$ cat src/rtl/multicycle_ctrl_fsm.sv
// Main control FSM for the multicycle RV32I core: sequences fetch, decode,
// execute, memory and writeback over the shared datapath, with a memory watchdog.
module multicycle_ctrl_fsm #(
  parameter int TIMEOUT = 16,
  parameter int CNT_W   = $clog2(TIMEOUT + 1)
) (
  input  logic       clk,
  input  logic       reset,
  input  logic [6:0] op,
  input  logic       mem_ready,
  output logic       mem_req,
  output logic       AdrSrc,
  output logic       IRWrite,
  output logic       PCUpdate,
  output logic       Branch,
  output logic       RegWrite,
  output logic       MemWrite,
  output logic [1:0] ResultSrc,
  output logic [1:0] ALUSrcA,
  output logic [1:0] ALUSrcB,
  output logic [1:0] ALUOp,
  output logic       instr_retired,
  output logic       illegal,
  output logic       bus_error,
  output logic [3:0] state_dbg
);

  localparam int CW = (CNT_W < 1) ? 1 : CNT_W;

  typedef enum logic [3:0] {
    S_FETCH    = 4'd0,
    S_DECODE   = 4'd1,
    S_MEMADR   = 4'd2,
    S_MEMREAD  = 4'd3,
    S_MEMWB    = 4'd4,
    S_MEMWRITE = 4'd5,
    S_EXECR    = 4'd6,
    S_EXECI    = 4'd7,
    S_ALUWB    = 4'd8,
    S_BRANCH   = 4'd9,
    S_JAL      = 4'd10,
    S_LUI      = 4'd11,
    S_ILLEGAL  = 4'd14,
    S_FAULT    = 4'd15
  } state_t;

  state_t        state_q, state_d;
  logic [CW-1:0] wdog_q, wdog_d;
  logic          illegal_q, illegal_d;
  logic          bus_error_q, bus_error_d;
  logic          waiting;

  always_comb begin
    state_d     = state_q;
    wdog_d      = '0;
    illegal_d   = illegal_q;
    bus_error_d = bus_error_q;
    waiting     = (state_q == S_FETCH) || (state_q == S_MEMREAD) ||
                  (state_q == S_MEMWRITE);

    case (state_q)
      S_FETCH:    if (mem_ready) state_d = S_DECODE;
      S_DECODE: begin
        case (op)
          7'b0000011, 7'b0100011: state_d = S_MEMADR;
          7'b0110011:             state_d = S_EXECR;
          7'b0010011:             state_d = S_EXECI;
          7'b1100011:             state_d = S_BRANCH;
          7'b1101111:             state_d = S_JAL;
          7'b0110111:             state_d = S_LUI;
          default:                state_d = S_ILLEGAL;
        endcase
      end
      S_MEMADR:   state_d = op[5] ? S_MEMWRITE : S_MEMREAD;
      S_MEMREAD:  if (mem_ready) state_d = S_MEMWB;
      S_MEMWB:    state_d = S_FETCH;
      S_MEMWRITE: if (mem_ready) state_d = S_FETCH;
      S_EXECR, S_EXECI, S_LUI, S_JAL: state_d = S_ALUWB;
      S_ALUWB, S_BRANCH:              state_d = S_FETCH;
      S_ILLEGAL:  state_d = S_ILLEGAL;
      S_FAULT:    state_d = S_FAULT;
      default:    state_d = S_FETCH;
    endcase

    // A mem_ready in the expiry cycle completes the access instead of faulting
    if (waiting && !mem_ready) begin
      if ((TIMEOUT != 0) && (wdog_q == CW'(TIMEOUT))) state_d = S_FAULT;
      else wdog_d = wdog_q + CW'(1);
    end

    if (state_d == S_ILLEGAL) illegal_d   = 1'b1;
    if (state_d == S_FAULT)   bus_error_d = 1'b1;
  end

  always_ff @(posedge clk or posedge reset) begin
    if (reset) begin
      state_q     <= S_FETCH;
      wdog_q      <= '0;
      illegal_q   <= 1'b0;
      bus_error_q <= 1'b0;
    end else begin
      state_q     <= state_d;
      wdog_q      <= wdog_d;
      illegal_q   <= illegal_d;
      bus_error_q <= bus_error_d;
    end
  end

  // Outputs decode the registered state; only the fetch and store
  // completion strobes look at mem_ready. Everything is held low in reset.
  always_comb begin
    mem_req       = 1'b0;
    AdrSrc        = 1'b0;
    IRWrite       = 1'b0;
    PCUpdate      = 1'b0;
    Branch        = 1'b0;
    RegWrite      = 1'b0;
    MemWrite      = 1'b0;
    ResultSrc     = 2'b00;
    ALUSrcA       = 2'b00;
    ALUSrcB       = 2'b00;
    ALUOp         = 2'b00;
    instr_retired = 1'b0;
    if (!reset) begin
      case (state_q)
        S_FETCH: begin
          mem_req   = 1'b1;
          ALUSrcB   = 2'b10;
          ResultSrc = 2'b10;
          IRWrite   = mem_ready;
          PCUpdate  = mem_ready;
        end
        S_DECODE: begin
          ALUSrcA = 2'b01;
          ALUSrcB = 2'b01;
        end
        S_MEMADR: begin
          ALUSrcA = 2'b10;
          ALUSrcB = 2'b01;
        end
        S_MEMREAD: begin
          mem_req = 1'b1;
          AdrSrc  = 1'b1;
        end
        S_MEMWB: begin
          ResultSrc     = 2'b01;
          RegWrite      = 1'b1;
          instr_retired = 1'b1;
        end
        S_MEMWRITE: begin
          mem_req       = 1'b1;
          MemWrite      = 1'b1;
          AdrSrc        = 1'b1;
          instr_retired = mem_ready;
        end
        S_EXECR: begin
          ALUSrcA = 2'b10;
          ALUOp   = 2'b10;
        end
        S_EXECI: begin
          ALUSrcA = 2'b10;
          ALUSrcB = 2'b01;
          ALUOp   = 2'b10;
        end
        S_ALUWB: begin
          RegWrite      = 1'b1;
          instr_retired = 1'b1;
        end
        S_BRANCH: begin
          ALUSrcA       = 2'b10;
          ALUOp         = 2'b01;
          Branch        = 1'b1;
          instr_retired = 1'b1;
        end
        S_JAL: begin
          ALUSrcA  = 2'b01;
          ALUSrcB  = 2'b10;
          PCUpdate = 1'b1;
        end
        S_LUI: begin
          ALUSrcA = 2'b11;
          ALUSrcB = 2'b01;
        end
        default: ;
      endcase
    end
  end

  assign illegal   = illegal_q;
  assign bus_error = bus_error_q;
  assign state_dbg = state_q;

endmodule

$ cat config.mk
export PLATFORM = sky130hd
export DESIGN_NAME = multicycle_ctrl_fsm
export DESIGN_NICKNAME = d
export VERILOG_FILES = /design/src/rtl/multicycle_ctrl_fsm.sv
export SDC_FILE = /design/constraint.sdc
export NUM_CORES = 1
export LEC_CHECK = 0
export ABC_CLOCK_PERIOD_IN_PS = 2200
export BUFFER_PORTS_ARGS = -buffer_cell sky130_fd_sc_hd__buf_4
export CORE_UTILIZATION = 40
export CTS_CLUSTER_SIZE = 28
export DETAILED_ROUTE_END_ITERATION = 16
export GPL_ROUTABILITY_DRIVEN = 0
export PLACE_DENSITY = 0.65
export RECOVER_POWER = 100
export SYNTH_ARGS = -nofsm -noshare
export SYNTH_HDL_FRONTEND = slang
export SYNTH_SLANG_ARGS = --single-unit
$ cat constraint.sdc
create_clock -name clk -period 2.2 [get_ports clk]
set_clock_uncertainty 0.15 [all_clocks]
set_input_delay 0 -clock clk [delete_from_list [all_inputs] [get_ports clk]]
set_output_delay 0 -clock clk [all_outputs]
set_load 0.02 [all_outputs]
==> key figures <==
Outcome
  – Outcome: complete, no violations

Clock network
  – Clock Latency Late Sink: 270 ps
  – Bufs on Longest Clock Path: 2
  – # Post-CTS Setup Buffers: 0
  – Clock Sinks: 11
  – Cell at the root of the clock tree: clkbuf_4
  – CTS tree: done
  – Reg clk slew, reported paths: 70 ps
  – CTS buffer count: 3
  – H-tree levels: 1

Synthesis
  – Synth Instances: 120
  – Mean Syn Cell Area: 8.24 sq um
  – Area leader, netlist: dfrtp_1
  – Asr flop ratio synth: 1.00
  – Sequential-to-total area share from yosys stat: 0.278
  – Post-synth EDFFs: 0
  – Net Count, Synth: 132
  – Synth top area cells: dfrtp_1, nand2_1, nor2_1, xnor2_1, a21oi_1
  – Syn. warnings: 0
  – Number of library cell types mapped by synthesis: 46
  – Synth top area share: 0.278
  – Synth Register Bits: 11
  – Top FF cell, synth: dfrtp_1
  – Synthesized area: 988 sq um

Setup path
  – Crit Reg-Reg Endpoint: bus_error
  – Critical path class: reg2reg
  – Type of element capturing the critical path: register
  – Crit start category: register
  – Crit path cell chain: xnor2_1 -> nand2_1 -> a211o_1 -> o21ai_0 -> a41o_1
  – Crit path DAT: 2110 ps
  – R2R depth: 5
  – Max incr delay on CP: 660 ps
  – CP required: 2260 ps
  – Slowest cell on crit path: dfrtp_1
  – Crit path max fanout: 15
  – Reg2Reg Setup Slack: 150 ps
  – RR Startpoint: state_dbg[0]

STA
  – Post-route setup TNS: 0 ps
  – Fmax: 487 MHz
  – Fin crit share: 0.933
  – Unrepaired setup endpoints after global routing: no
  – Worst rel slew slack: 0.646
  – Endpoints failing setup: 0
  – Slew Viols, Final: 0
  – Fin crit period: 2050 ps
  – Worst Tran Pin Value: 523 ps
  – Number of hold violations in the final report: 0

Drt
  – Vias per cell: 5.31
  – Total number of vias: 962
  – Pre-antenna DRT Iters: 4
  – Iter 0 DRT Violations: 11
  – Routed WL: 2270 um
  – Drt drc: 0
  – ANT nets after route: 0
  – Routed len/inst: 12.5 um

Pwr
  – Pwr per Cell Area: 1130 nW/um^2
  – Worst VDD drop: 816 uV
  – Leakage Power: 0.000526 uW
  – Total power: 1370 uW

GRT
  – Initial antenna violation count: 0
  – Global-route wire length before repair: 4040 um
  – GRT Total Usage: 0.198
  – Largest net degree at the start of global routing: 17
  – Vias in the first global route: 885
  – Gr ovfl total: 0

Floorplanning
  – Die area: 2670 sq um
  – Initial cell density of the core: 0.434
  – Die Wd: 51.7 um
  – Core area: 2280 sq um
  – Ports: 32
  – Die height: 51.7 um
  – Site row count: 17

Hold path
  – Hold depth: 3
  – Worst Hold Path EP: wdog_q[1]
  – HP Class: in2reg
  – Hold Crit Start: mem_ready

Layout
  – Layout Cells excl Fill: 181
  – Most common cell after layout, fill and taps aside: buf_4
  – Nets: 166
  – Diode count: 0
  – Layout area overhead: 22.5%
  – Share of cells above drive strength 1: 0.209
  – Fillcell total: 220
  – Most frequent cells in the layout: buf_4, clkbuf_1, nand2_1, nor2_1, dfrtp_1

Job
  – Maxcap violations: 0

Place
  – Hpwl dp: 1690 um
  – Placed Cells: 176
  – Port bufs: 31
==> synthesized netlist by cell type, types with 2 or more instances <==
master / n
ha_1: 2
dfrtp_1: 11
nor3_1: 4
xor2_1: 2
nor4_1: 3
xnor2_1: 4
nand3_1: 4
buf_2: 3
clkbuf_1: 2
or2_2: 2
nor2_1: 13
inv_1: 6
a31oi_1: 2
a31o_1: 2
buf_6: 2
nand3b_1: 2
and3b_1: 2
nor4b_1: 2
a21oi_1: 6
a22oi_1: 2
and4_1: 2
a211o_1: 3
nand2b_1: 2
nand2_1: 13
o21ai_0: 3
==> state kept, by name (all words and copies together), names as in the netlist <==
register   flops
state_dbg      4
wdog_q         5
illegal        1
bus_error      1
==> logic make-up (layout without fill, tap and decap cells) <==
| kind of cell | count (synthesis) | after routing | share of synthesized area |
|---|---|---|---|
| AND/OR/NAND/NOR | 55 | 55 | 0.318 |
| AO/OA/AOI/OAI | 29 | 29 | 0.208 |
| buffers and inverters | 14 | 47 | 0.0759 |
| flip-flops | 11 | 11 | 0.278 |
| XOR/XNOR | 7 | 7 | 0.0696 |
| adder cells (fa/ha/maj) | 2 | 2 | 0.0253 |
| multiplexers | 2 | 2 | 0.0253 |
==> how the worst max path moves through the flow <==
stage | to | depth (start not counted) | startpoint | slack, ps
final | bus_error | 5 | state_dbg[0] | 150
after global routing | instr_retired | 6 | state_dbg[2] | 5
after CTS | PCUpdate | 5 | state_dbg[3] | 150
after detailed placement | bus_error | 7 | wdog_q[0] | 210
after global placement | illegal | 5 | state_dbg[0] | 260
after floorplan | mem_req | 5 | state_dbg[1] | 40
==> timing repair <==
| action | 4_1_cts | 5_1_grt |
|---|---|---|
| resized for setup | 0 | 1 |
| hold buffers | 1 | 0 |
| hold endpoints to repair | 11 | 0 |
| endpoints found under the setup margin | 0 | 1 |
==> report_power, final <==
part           switching, uW  internal (uW)  total [uW]
logic                    476            359         835
registers                136            260         396
clock network           69.1           67.3         136
total                    681            687        1370
==> per-stage QoR <==
stage | hold slack, ps | utilization | instance area, sq um | setup slack [ps]
floorplan | -82.3 | - | 988 | 36.1
detailed placement | -58.3 | 0.545 | 1240 | 212
global route | 69.2 | 0.532 | 1210 | 4.80
CTS | 1.42 | 0.562 | 1280 | 151
finish | 30.1 | 0.532 | 1210 | 148
global placement | -60.7 | 0.545 | 1240 | 258
==> final cells by class <==
type                    instances  area, sq um  area share
clock inverters                 1         5.00     0.00413
clock buffers                   3         22.5      0.0186
multi-input cells              95          627       0.518
repair buffers                 37          223       0.184
flip-flops and latches         11          277       0.228
well taps                      28         35.0      0.0289
inverters                       6         22.5      0.0186
==> worst max-delay path, delay by kind of cell, from the launching register on <==
kind | cells | cell delay, ps
xor gates and xnor gates | 1 | 200
and+or+nand+nor | 1 | 70
DFF | 1 | 660
AOI/OAI and AO/OA | 3 | 910
==> per-layer routing <==
| metal | part of all wire | track usage | wire length [um] |
|---|---|---|---|
| met5 | 0 | 0 | 0 |
| met4 | 0 | 0.0270 | 0 |
| met3 | 0.048 | 0.0439 | 108 |
| met2 | 0.43 | 0.301 | 978 |
| met1 | 0.52 | 0.292 | 1180 |
No activity file was read; power rests on OpenSTA's default activity.
